`config.mk`:
```
export PLATFORM = sky130hd
export DESIGN_NAME = imem_boot_loader
export DESIGN_NICKNAME = d
export VERILOG_FILES = /design/src/rtl/imem_boot_loader.sv
export SDC_FILE = /design/constraint.sdc
export NUM_CORES = 1
export LEC_CHECK = 0
export ABC_AREA = 1
export CAP_MARGIN = 10
export CORE_MARGIN = 2
export CORE_UTILIZATION = 23
export DETAILED_ROUTE_END_ITERATION = 10
export GPL_TIMING_DRIVEN = 0
export PLACE_DENSITY = 0.45
export RECOVER_POWER = 100
export SLEW_MARGIN = 0
export SYNTH_ARGS = -nofsm -noshare
export SYNTH_HDL_FRONTEND = slang
export SYNTH_SLANG_ARGS = --single-unit
```
`constraint.sdc`:
```
create_clock -name clk -period 1.9 [get_ports clk]
set_input_delay 0.38 -clock clk [delete_from_list [all_inputs] [get_ports clk]]
set_output_delay 0.38 -clock clk [all_outputs]
set_load 0.02 [all_outputs]
```
`src/rtl/imem_boot_loader.sv`:
```
// -----------------------------------------------------------------------------
// imem_boot_loader
//
// Serial program loader for the MIPS32 single-cycle core. It consumes a
// length-prefixed, checksummed byte stream over a valid/ready handshake,
// assembles big-endian 32-bit instruction words and writes them through the
// core's instruction-memory write port. The core is held in reset until a
// complete image has been written and its checksum verified.
//
// Stream: LEN_HI, LEN_LO (word count N), 4*N payload bytes (MSB first per
//         word), CSUM = XOR of every preceding byte.
//
// Ports:
//   clk         system clock, rising edge
//   reset       asynchronous, active-low reset
//   in_data     stream byte
//   in_valid    in_data valid
//   in_ready    loader can accept a byte (registered-state decode)
//   imem_we     one-cycle instruction-memory write strobe (registered)
//   imem_addr   word address of the write (registered, holds afterwards)
//   imem_wdata  instruction word (registered, holds afterwards)
//   cpu_reset   active-high core reset; low only once the image is verified
//   done        image loaded and verified
//   err         load failed (checksum mismatch or address overflow)
//
// ADDR_WIDTH must lie in 1..16 because the word index is 16 bits wide.
// -----------------------------------------------------------------------------
module imem_boot_loader #(
   parameter int ADDR_WIDTH = 8
) (
   input  logic                  clk,
   input  logic                  reset,
   input  logic [7:0]            in_data,
   input  logic                  in_valid,
   output logic                  in_ready,
   output logic                  imem_we,
   output logic [ADDR_WIDTH-1:0] imem_addr,
   output logic [31:0]           imem_wdata,
   output logic                  cpu_reset,
   output logic                  done,
   output logic                  err
);

   // Number of words the attached instruction memory holds. Kept one bit
   // wider than the word index so ADDR_WIDTH=16 still compares correctly.
   localparam logic [16:0] DEPTH = 17'(1) << ADDR_WIDTH;

   typedef enum logic [2:0] {
      S_LEN_HI,
      S_LEN_LO,
      S_DATA,
      S_CSUM,
      S_RUN,
      S_FAIL
   } state_t;

   state_t                  state_reg,    state_next;
   logic [15:0]             len_reg,      len_next;
   logic [15:0]             word_idx_reg, word_idx_next;
   logic [1:0]              byte_cnt_reg, byte_cnt_next;
   logic [7:0]              xor_reg,      xor_next;
   logic                    ovf_reg,      ovf_next;
   logic [23:0]             word_reg,     word_next;
   logic                    we_reg,       we_next;
   logic [ADDR_WIDTH-1:0]   addr_reg,     addr_next;
   logic [31:0]             wdata_reg,    wdata_next;

   logic ready_int;
   logic accept;
   logic idx_in_range;
   logic last_word;

   // Ready is a pure decode of the registered state, so it is high in the
   // very first cycle after reset release and drops together with done/err.
   assign ready_int = (state_reg == S_LEN_HI) || (state_reg == S_LEN_LO) ||
                      (state_reg == S_DATA)   || (state_reg == S_CSUM);
   assign accept    = in_valid && ready_int;

   // Words past the end of memory are swallowed rather than aliased onto
   // low addresses; the sticky overflow flag then forces S_FAIL at CSUM.
   assign idx_in_range = ({1'b0, word_idx_reg} < DEPTH);
   assign last_word    = (word_idx_reg == (len_reg - 16'd1));

   // -------------------------------------------------------------------------
   // State and datapath registers
   // -------------------------------------------------------------------------
   always_ff @(posedge clk or negedge reset) begin
      if (!reset) begin
         state_reg    <= S_LEN_HI;
         len_reg      <= '0;
         word_idx_reg <= '0;
         byte_cnt_reg <= '0;
         xor_reg      <= '0;
         ovf_reg      <= 1'b0;
         word_reg     <= '0;
         we_reg       <= 1'b0;
         addr_reg     <= '0;
         wdata_reg    <= '0;
      end else begin
         state_reg    <= state_next;
         len_reg      <= len_next;
         word_idx_reg <= word_idx_next;
         byte_cnt_reg <= byte_cnt_next;
         xor_reg      <= xor_next;
         ovf_reg      <= ovf_next;
         word_reg     <= word_next;
         we_reg       <= we_next;
         addr_reg     <= addr_next;
         wdata_reg    <= wdata_next;
      end
   end

   // -------------------------------------------------------------------------
   // Next-state and output logic
   // -------------------------------------------------------------------------
   always_comb begin
      state_next    = state_reg;
      len_next      = len_reg;
      word_idx_next = word_idx_reg;
      byte_cnt_next = byte_cnt_reg;
      xor_next      = xor_reg;
      ovf_next      = ovf_reg;
      word_next     = word_reg;
      we_next       = 1'b0;
      addr_next     = addr_reg;
      wdata_next    = wdata_reg;

      done      = (state_reg == S_RUN);
      err       = (state_reg == S_FAIL);
      cpu_reset = (state_reg != S_RUN);

      case (state_reg)
         S_LEN_HI: begin
            if (accept) begin
               len_next   = {in_data, 8'h00};
               xor_next   = xor_reg ^ in_data;
               state_next = S_LEN_LO;
            end
         end

         S_LEN_LO: begin
            if (accept) begin
               len_next = {len_reg[15:8], in_data};
               xor_next = xor_reg ^ in_data;
               // An empty image goes straight to the checksum byte.
               if ((len_reg[15:8] == 8'h00) && (in_data == 8'h00)) begin
                  state_next = S_CSUM;
               end else begin
                  state_next = S_DATA;
               end
            end
         end

         S_DATA: begin
            if (accept) begin
               xor_next      = xor_reg ^ in_data;
               word_next     = {word_reg[15:0], in_data};
               byte_cnt_next = byte_cnt_reg + 2'd1;
               if (byte_cnt_reg == 2'd3) begin
                  word_idx_next = word_idx_reg + 16'd1;
                  if (idx_in_range) begin
                     we_next    = 1'b1;
                     addr_next  = word_idx_reg[ADDR_WIDTH-1:0];
                     wdata_next = {word_reg, in_data};
                  end else begin
                     ovf_next = 1'b1;
                  end
                  if (last_word) begin
                     state_next = S_CSUM;
                  end
               end
            end
         end

         S_CSUM: begin
            if (accept) begin
               if ((xor_reg == in_data) && !ovf_reg) begin
                  state_next = S_RUN;
               end else begin
                  state_next = S_FAIL;
               end
            end
         end

         // Terminal states: only reset leaves them.
         S_RUN:   state_next = S_RUN;
         S_FAIL:  state_next = S_FAIL;
         default: state_next = S_FAIL;
      endcase
   end

   assign in_ready   = ready_int;
   assign imem_we    = we_reg;
   assign imem_addr  = addr_reg;
   assign imem_wdata = wdata_reg;

endmodule

```
==> impl_metrics.tcl <==
set metrics [dict create \
    swShare_pct 39.8 \
    cp-end-kind "primary output" \
    critPathKind "reg -> out" \
    largest_register_ff_count 32 \
    hpwl_mm 9.56 \
    synth_area_per_cell_um2 8.48 \
    clock_sinks 111 \
    yosys.cell_types.count 35 \
    vias 4056 \
    status "finished, final reports clean" \
    stdcell_area_mm2 0.00659 \
    min_period_ns 1.83 \
    final.setup.tns_ns 0 \
    coreArea_mm2 0.0220 \
    irDropWorstVdd_uv 450 \
    numCtsBuffers 9 \
    dieArea_mm2 0.0237 \
    fmax_mhz 546 \
    gp_congestion 0.778 \
    path_max_fanout 10 \
    yosys.cell_count.top_type "nand2_1" \
    worstMarginPinSlew_ns 0.864 \
    maxCapViolCount 0 \
    yosysSeqAreaShare_pct 53.8 \
    clockRootBuffer "clkbuf_16" \
    cts_tree "built" \
    drive_gt1_share_pct 11.0 \
    clockBufferDepth 2 \
    clkTransAtPathRegs_ns 0.08 \
    initial_core_util_pct 23.5 \
    leakagePower_nw 3.27 \
    start_kind "register" \
    syn-instance-count 609 \
    synth_top_cell_by_area "dfrtp_1" \
    cp_data_arrival_time_ns 1.45 \
    holdWs_ns 0.424 \
    yosysWarnings 0 \
    rows 54 \
    ys.flop_type "dfrtp_1" \
    synthArstFlopShare_pct 100 \
    synth_area_leaders "dfrtp_1 54%, nand2_1 13%, o21ai_0 6.8%, inv_1 5.5%, xor2_1 4.7%" \
    synthDominantCellAreaShare_pct 53.8 \
    comb_power_share_pct 34.1 \
    slew_viol_final 0 \
    antenna_cells 0 \
    fin_nets 703 \
    seq_power_share_pct 42.5 \
    area_delta_synth_final_pct 27.6 \
    post_drt_wl_per_cell_um 13.5 \
    finClkSkew_ns 0.0107 \
    finalHoldViolCount 0 \
    slew_headroom_pct 42.4 \
    finalCritPeriodShare_pct 96.3 \
    drcViolationCount 0 \
    synth_top_cells_by_count "185 x nand2_1, 111 x dfrtp_1, 76 x inv_1" \
    port_buffers 55 \
    required_ns 1.52 \
    pre_cts_ws_ns -0.432 \
    htreeDepth 3 \
    grt-ovfl-total 0 \
    mappedNetlistNets 623 \
    power.switching_mw 3.27 \
    first_pass_iters 4 \
    ys_ff_latch 111 \
    drt_iter0_markers 216 \
    routed_wl_mm 13.2 \
    rsz0062_at_grt "true" \
    dpl_cell_area_mm2 0.00609 \
    worst_slack_ns 0.0696 \
    clkLatencyLatePin_ns 0.36 \
    grt_max_degree 95 \
    grt_pass1_vias 4162 \
    grt_pass1_wl_mm 22.2 \
    grt_usage_pct 11.9 \
    grt_antenna_before_repair 0 \
    power_density_mw_per_mm2 1240 \
    hp-class "in -> async" \
    clkPwrFrac_pct 23.5 \
    die_h_um 154 \
    viasPerCell 4.16 \
    ios 56 \
    syn_area_mm2 0.00516 \
    ant_nets 0 \
    die_x_um 154 \
    finalSetupViolations 0 \
    synth_edf_count 0 \
    intPower_mw 4.94 \
]
==> path summary, 6_finish.rpt <==
| path | from | to | slack, ns | cells after the start |
|---|---|---|---|---|
| min in group clk | imem_wdata[27]$_DFFE_PN0P_ | imem_wdata[27]$_DFFE_PN0P_ | 0.48 | 2 |
| worst max register to register | state_reg[1]$_DFFE_PN0P_ | word_idx_reg[15]$_DFFE_PN0P_ | 0.08 | 12 |
| worst max-delay path | state_reg[0]$_DFFE_PN0P_ | done | 0.07 | 5 |
| max in group asynchronous | reset | state_reg[2]$_DFFE_PN0P_ | 0.34 | 3 |
| worst min register to register | imem_wdata[27]$_DFFE_PN0P_ | imem_wdata[27]$_DFFE_PN0P_ | 0.48 | 2 |
| worst min-delay path | reset | imem_addr[3]$_DFFE_PN0P_ | 0.42 | 2 |
==> critical path: stages, from the launching register on <==
cell and delay [ns]:
dfrtp_1 0.37, buf_6 0.15, nor2_1 0.10, inv_1 0.04, nor2_1 0.11, clkdlybuf4s15_1 0.32
==> layout by cell type, fill, tap and decap left out, types with 2 or more instances in the layout <==
cell	instances
xnor2_1	5
dfrtp_1	108
nand3_1	25
dfrtp_2	3
buf_2	5
o22ai_1	7
a21oi_1	2
clkbuf_1	5
nor3_2	2
nand4_1	6
nor3_4	4
inv_2	3
buf_6	4
inv_8	3
clkdlybuf4s50_1	49
clkbuf_4	2
nand2_1	182
inv_1	74
dlygate4sd3_1	2
nor4_1	3
o21ai_1	2
nor2_2	5
xor2_1	28
o21ai_0	69
inv_6	2
nor3_1	4
nor2_1	34
nand2_4	4
buf_4	11
nor2_4	7
clkbuf_16	9
ha_1	2
clkbuf_2	2
nand3b_1	4
nand2_2	2
==> power groups by stage <==
stage | logic [mW] | clock network [mW] | registers, mW
4_1_cts | 2.70 | 2.01 | 3.47
2_1_floorplan | 2.00 | 0 | 3.36
3_3_place_gp | 2.63 | 0 | 3.51
6_report | 2.80 | 1.92 | 3.48
5_1_grt | 3.26 | 2.09 | 3.58
3_5_place_dp | 2.65 | 0 | 3.51
==> kinds of logic (layout without fill, tap and decap cells) <==
group,after synthesis,count (layout),share of synthesized area (%)
AND/OR/NAND/NOR,284,285,24.2
XOR/XNOR,33,33,5.60
buffers and inverters,94,178,7.07
AO/OA/AOI/OAI,83,83,8.36
multiplexers,1,1,0.218
adder cells (fa/ha/maj),3,3,0.727
flip-flops,111,111,53.8
==> cell type report <==
| cell class | instances | area, um^2 |
|---|---|---|
| multi-input combinational | 405 | 2130 |
| timing repair buffer | 68 | 648 |
| fill | 2327 | 15400 |
| buffer | 15 | 86.3 |
| clock inverter | 7 | 72.6 |
| sequential | 111 | 2780 |
| inverter | 79 | 299 |
| tap | 280 | 350 |
| clock buffer | 9 | 225 |
==> metrics by stage <==
step	total power [mW]	instances	util (%)
2_1_floorplan	5.36	609	-
3_3_place_gp	6.14	944	27.6
3_5_place_dp	6.16	945	27.8
4_1_cts	8.17	964	29.4
5_1_grt	8.93	974	30.0
6_report	8.20	974	30.0
==> layer usage <==
| layer | track usage, % | share of wire [%] |
|---|---|---|
| met5 | 0 | 0 |
| met4 | 3.87 | 0.81 |
| met3 | 2.59 | 3.1 |
| met2 | 17.8 | 44 |
| met1 | 17.1 | 52 |
==> timing repair <==
item	in CTS	in global routing
pin swaps	1	6
buffers inserted	1	10
setup endpoints to repair	48	52
hold endpoints to repair	17	0
hold buffers	1	0
gates resized for setup	23	36
gates cloned	1	0
No activity file was read; power rests on OpenSTA's default activity.
==> RTL change 1 (same flow settings) <==
`ADDR_WIDTH`: 8 -> 9.
--- a/src/rtl/imem_boot_loader.sv
+++ b/src/rtl/imem_boot_loader.sv
@@ -26,7 +26,7 @@
 // ADDR_WIDTH must lie in 1..16 because the word index is 16 bits wide.
 // -----------------------------------------------------------------------------
 module imem_boot_loader #(
-   parameter int ADDR_WIDTH = 8
+   parameter int ADDR_WIDTH = 9
 ) (
    input  logic                  clk,
    input  logic                  reset,
Interface: changed (resized imem_addr); port bits go from 56 to 57. The function was not compared with the original's and may differ.
==> RTL change 1 against the unedited design <==
  * Synthesized area up 3.9%
  * Wire length up 4.4%
  * Via count up 1.2%
  * Sequential cell count up 1
  * Cell area up 2.1%
  * Worst setup slack worse by 59 ps
  * Critical path depth up 4
  * Clock skew about the same
Power is not compared: it rests on default switching activity, and its combinational part moved more than twofold at a synthesized area within 25%.
==> RTL change 1: results (changes against the unedited design) <==
status finished, final reports clean; GPL Wtd Cong 0.788 (+1.2%); ANT cells 0 (unchanged); critical path endpoint imem_wdata[19]$_DFFE_PN0P_; RR Startpoint byte_cnt_reg[0]$_DFFE_PN0P_; largest net degree at the start of global routing 74 (-22%); reg2reg path depth 9 (-3); skew final 11.1 ps (+0.421 ps); number of flip-flops in the largest register 32 (unchanged); max incr delay on CP 650 ps (+280 ps); Synth Area in XOR/XNOR 0.0539 (-0.00209); post-DP HPWL 10200 µm (+6.8%); CP max-delay cell dlygate4sd3_1; sw power 1.25 mW; multiplexer share of the synthesized area 0.00210 (-0.0000814); Hold Crit Class reg -> reg; Synthesized Nets 625 (+0.32%); crit path launch in_valid; Max VDD drop 395 µV; vias 4104 (+1.2%); wire length per cell 13.7 µm (+1.5%); Synth cell types 35 (unchanged); sequential area share after synthesis 0.522 (-0.0154); Port Buf Inserts 56 (+1.8%); TritonRoute pass-1 iters 5 (+1); CTS root buffer clkbuf_16; post-layout net count 698 (-0.71%); largest cells by area after synthesis dfrtp_1, nand2_1, inv_1, xor2_1, o21ai_2; share of layout cells above drive strength 1 0.131 (+0.0211); Synth top cells by count nand2_1, dfrtp_1, inv_1; Leakage Power 3.32 nW; Worst R2R Setup Slack 50 ps (-30 ps); Synth Area in Compound Gates 0.101 (+0.0169); GRT Util Overall 0.119 (+0.000411)
## RTL change 1: power by group through the flow
stage | registers, mW | logic (mW) | clock network (mW)
global route | 2.41 | 0.230 | 2.20
CTS | 2.41 | 0.210 | 2.14
floorplan | 2.45 | 0.0824 | 0
global placement | 2.45 | 0.200 | 0
finish | 2.41 | 0.203 | 2.07
detailed placement | 2.45 | 0.206 | 0
## RTL change 1: metal layers
layer  part of all wire  global-route usage
met1               0.51               0.169
met2               0.45               0.186
met3              0.027              0.0241
met4              0.010              0.0306
met5                  0                   0
## RTL change 1: cells by family (layout without fill, tap and decap cells)
logic type | Yosys count | after routing
simple gates | 290 | 290
buf+inv | 88 | 166
xor+xnor | 33 | 33
compound gates | 84 | 84
fa+ha+maj | 3 | 3
flops | 112 | 112
mux | 1 | 1
## RTL change 1: timing repair
| item | in CTS | in global routing |
|---|---|---|
| pin swaps | 1 | 2 |
| setup endpoints to repair | 8 | 18 |
| hold buffers | 1 | 0 |
| gates resized for setup | 19 | 10 |
| hold endpoints to repair | 39 | 0 |
| setup buffers | 1 | 3 |
## RTL change 1: final cells by class
| class | count | area (µm²) |
|---|---|---|
| Sequential cell | 112 | 2810 |
| Buffer | 16 | 116 |
| Clock buffer | 9 | 225 |
| Fill cell | 2441 | 16100 |
| Multi-Input combinational cell | 411 | 2210 |
| Tap cell | 313 | 392 |
| Inverter | 72 | 275 |
| Clock inverter | 7 | 100 |
| Timing Repair Buffer | 62 | 604 |
## RTL change 1: per-stage QoR
stage | worst slack [ps] | util | hold WS (ps) | instances | area (µm²)
4_1_cts | -1.08 | 0.294 | 481 | 999 | 6710
6_report | 10.9 | 0.295 | 468 | 1002 | 6730
5_1_grt | -106 | 0.295 | 499 | 1002 | 6730
2_1_floorplan | 243 | - | 84.4 | 611 | 5370
3_5_place_dp | -345 | 0.279 | 324 | 981 | 6350
3_3_place_gp | -4290 | 0.277 | 452 | 980 | 6320
## RTL change 1: worst min path at each step
stage                                     startpoint  slack [ps]                           to
final                     imem_wdata[28]$_DFFE_PN0P_         470   imem_wdata[28]$_DFFE_PN0P_
after global routing             ovf_reg$_DFFE_PN0P_         500          ovf_reg$_DFFE_PN0P_
after CTS                                      reset         480   imem_wdata[29]$_DFFE_PN0P_
after detailed placement                       reset         320   imem_wdata[29]$_DFFE_PN0P_
after global placement    imem_wdata[30]$_DFFE_PN0P_         450   imem_wdata[30]$_DFFE_PN0P_
after floorplan                                reset          80  byte_cnt_reg[0]$_DFFE_PN0P_
## RTL change 1: tightest hold or removal path: stages, from the launching register on
cell     delay, ps
dfrtp_1        350
nand2_1         50
nand2_1         40
==> RTL change 2 (same flow settings) <==
Made on the original files. The 6 states of `state_t` get a one-hot encoding in 6 bits.
--- a/src/rtl/imem_boot_loader.sv
+++ b/src/rtl/imem_boot_loader.sv
@@ -45,13 +45,13 @@
    // wider than the word index so ADDR_WIDTH=16 still compares correctly.
    localparam logic [16:0] DEPTH = 17'(1) << ADDR_WIDTH;
 
-   typedef enum logic [2:0] {
-      S_LEN_HI,
-      S_LEN_LO,
-      S_DATA,
-      S_CSUM,
-      S_RUN,
-      S_FAIL
+   typedef enum logic [5:0] {
+      S_LEN_HI = 6'b000001,
+      S_LEN_LO = 6'b000010,
+      S_DATA   = 6'b000100,
+      S_CSUM   = 6'b001000,
+      S_RUN    = 6'b010000,
+      S_FAIL   = 6'b100000
    } state_t;
 
    state_t                  state_reg,    state_next;
Formal check against the unedited RTL: no difference found for any inputs over 10 cycles, from zero or initial values and one cycle with reset low; not proved beyond that.
==> RTL change 2 against the unedited design <==
  * The flow now finishes with violations (negative setup slack)
  * Global-route usage grew 0.28 points
  * Worst setup slack worse by 160 ps
  * Clock skew grew 1.1 ps
  * Cell area rose by 8.0%
  * Wire length grew 5.6%
  * Via count rose by 2.3%
  * Critical path depth increased by 1
  * Register-to-register slack worse by 110 ps
  * Sequential cell count increased by 3
  * Synthesized area rose by 1.4%
Power is not compared: it rests on default switching activity, and its combinational part moved more than twofold at a synthesized area within 25%.
==> RTL change 2: results (changes against the unedited design) <==
status finished, violations left; failing checks negative setup slack; DRT Wirelength 13900 µm (+5.6%); post-DP HPWL 9900 µm (+3.6%); DRT iter0 DRCs 271 (+25%); reg2reg path depth 13 (+1); synthesized-area fraction occupied by adder cells 0.00717 (-0.000101); antenna violations before repair 0 (unchanged); Hold Crit Class reg -> reg; met3 wire length 543 µm (+33%); GPL Wtd Cong 0.816 (+4.9%); first-pass GRT wire length 22600 µm (+1.6%); Final WS setup -94.1 ps (-164 ps); post-layout net count 710 (+1.0%); Util after Layout 0.316 (+0.0161); total CTS buffers 17 (+8); Max VDD drop 614 µV; vias in the first global route 4158 (-0.096%); number of flip-flops in the largest register 32 (unchanged); Synth cell types 31 (-11%); Vias/cell 4.17 (+0.23%); skew final 11.8 ps (+1.10 ps); share of layout cells above drive strength 1 0.189 (+0.0795); Leakage Power 3.25 nW; Least-Margin Pin Slew 693 ps (-171 ps); routed length on met1 7060 µm (+2.5%); Synthesized Nets 617 (-0.96%); Synth top cells by count nand2_1, dfrtp_1, inv_1; multiplexer share of the synthesized area 0.0151 (+0.0129); largest cells by area after synthesis dfrtp_1, nand2_1, o21ai_0, inv_1, xor2_1; peak fanout along the critical path 3 (-7); ys flop type dfrtp_1; async set-reset flop share out of synthesis 1.00 (unchanged); Synth Area in Compound Gates 0.0786 (-0.00498); DR WL met2 6080 µm (+5.2%); Hold WS 472 ps (+47.8 ps); TritonRoute pass-1 iters 4 (unchanged); DP Area 6170 µm² (+1.3%); GRT Util Overall 0.122 (+0.00282); Yosys warnings 0 (unchanged); CTS max path bufs 2 (unchanged); Worst Hold Depth 2; Reg clk slew, reported paths 60 ps (-20 ps); Synth top area share 0.540 (+0.00210); sequential area share after synthesis 0.545 (+0.00712); CP arrival 1610 ps (+160 ps); largest net degree at the start of global routing 91 (-4.2%); worst skew pair latency 420 ps (+60 ps); endpoints failing setup 3 (+3); # fillers 2349 (+0.95%); Synth Area in XOR/XNOR 0.0595 (+0.00352); CTS H-tree lvls 4 (+1); Worst R2R Setup Slack -30 ps (-110 ps); top sig layer met4; CTS root buffer clkbuf_16; setup TNS -153 ps (-153 ps); Port Buf Inserts 55 (unchanged)
RTL change 2: cell count changes in the layout (fill, tap and decap cells not counted), sizes merged, moves of 3 or more:
cell,unedited run,this run
buf,20,27
bufinv,0,3
clkbuf,18,32
clkinvlp,0,5
inv,83,69
mux2,1,7
nand2,188,174
nor2,47,56
o21ai,71,68
xnor2,5,11
xor2,28,22
RTL change 2: path summary, 6_finish.rpt:
check | from | to
max in group asynchronous | reset | len_reg[8]$_DFFE_PN0P_
min reg2reg | imem_wdata[30]$_DFFE_PN0P_ | imem_wdata[30]$_DFFE_PN0P_
min in group asynchronous | reset | imem_addr[5]$_DFFE_PN0P_
min | imem_wdata[30]$_DFFE_PN0P_ | imem_wdata[30]$_DFFE_PN0P_
max | state_reg[1]$_DFFE_PN0P_ | in_ready
max reg2reg | len_reg[0]$_DFFE_PN0P_ | state_reg[2]$_DFFE_PN0P_
RTL change 2: critical path, stage by stage (launching register included):
cell	delay, ps
dfrtp_1	410
nor2_4	150
nand2_4	90
nor3_4	200
inv_1	80
nand4_1	130
buf_6	140
RTL change 2: metrics by stage:
step / setup WS [ps] / std cells
after global routing: -188 / 994
after detailed placement: -416 / 944
after global placement: -4390 / 943
final: -94.1 / 994
after floorplan: 132 / 603
after CTS: -103 / 988
RTL change 2: timing repair:
| action | in CTS | in global routing |
|---|---|---|
| hold endpoints to repair | 24 | 0 |
| setup endpoints to repair | 64 | 89 |
| pin swaps | 12 | 17 |
| gates resized for setup | 52 | 51 |
| hold buffers | 1 | 0 |
| setup buffers | 11 | 8 |
RTL change 2: power breakdown:
| part | internal [mW] | total [mW] | switching, mW |
|---|---|---|---|
| Combinational | 0.193 | 0.498 | 0.305 |
| Sequential | 2.50 | 2.57 | 0.0700 |
| Clock | 2.10 | 3.28 | 1.18 |
RTL change 2: metal layers:
metal  vias up  track usage
met2        69        0.177
li1       2112            -
met5         -            0
met3        16       0.0292
met4         0       0.0463
met1      1952        0.175
RTL change 2: layout make-up:
| class | count | area share |
|---|---|---|
| inverter | 69 | 0.0369 |
| tap | 285 | 0.0501 |
| sequential | 114 | 0.401 |
| clock buffer | 20 | 0.0628 |
| timing repair buffer | 75 | 0.0992 |
| multi-input combinational | 404 | 0.317 |
| clock inverter | 12 | 0.0220 |
| buffer | 15 | 0.0113 |
RTL change 2: cells by family (layout without fill, tap and decap cells):
| logic type | count (synthesis) | in the layout |
|---|---|---|
| AOI/OAI and AO/OA | 80 | 80 |
| adders and majority gates | 3 | 3 |
| buffers and inverters | 85 | 191 |
| and+or+nand+nor | 280 | 280 |
| muxes | 7 | 7 |
| xor gates and xnor gates | 34 | 34 |
| DFF | 114 | 114 |
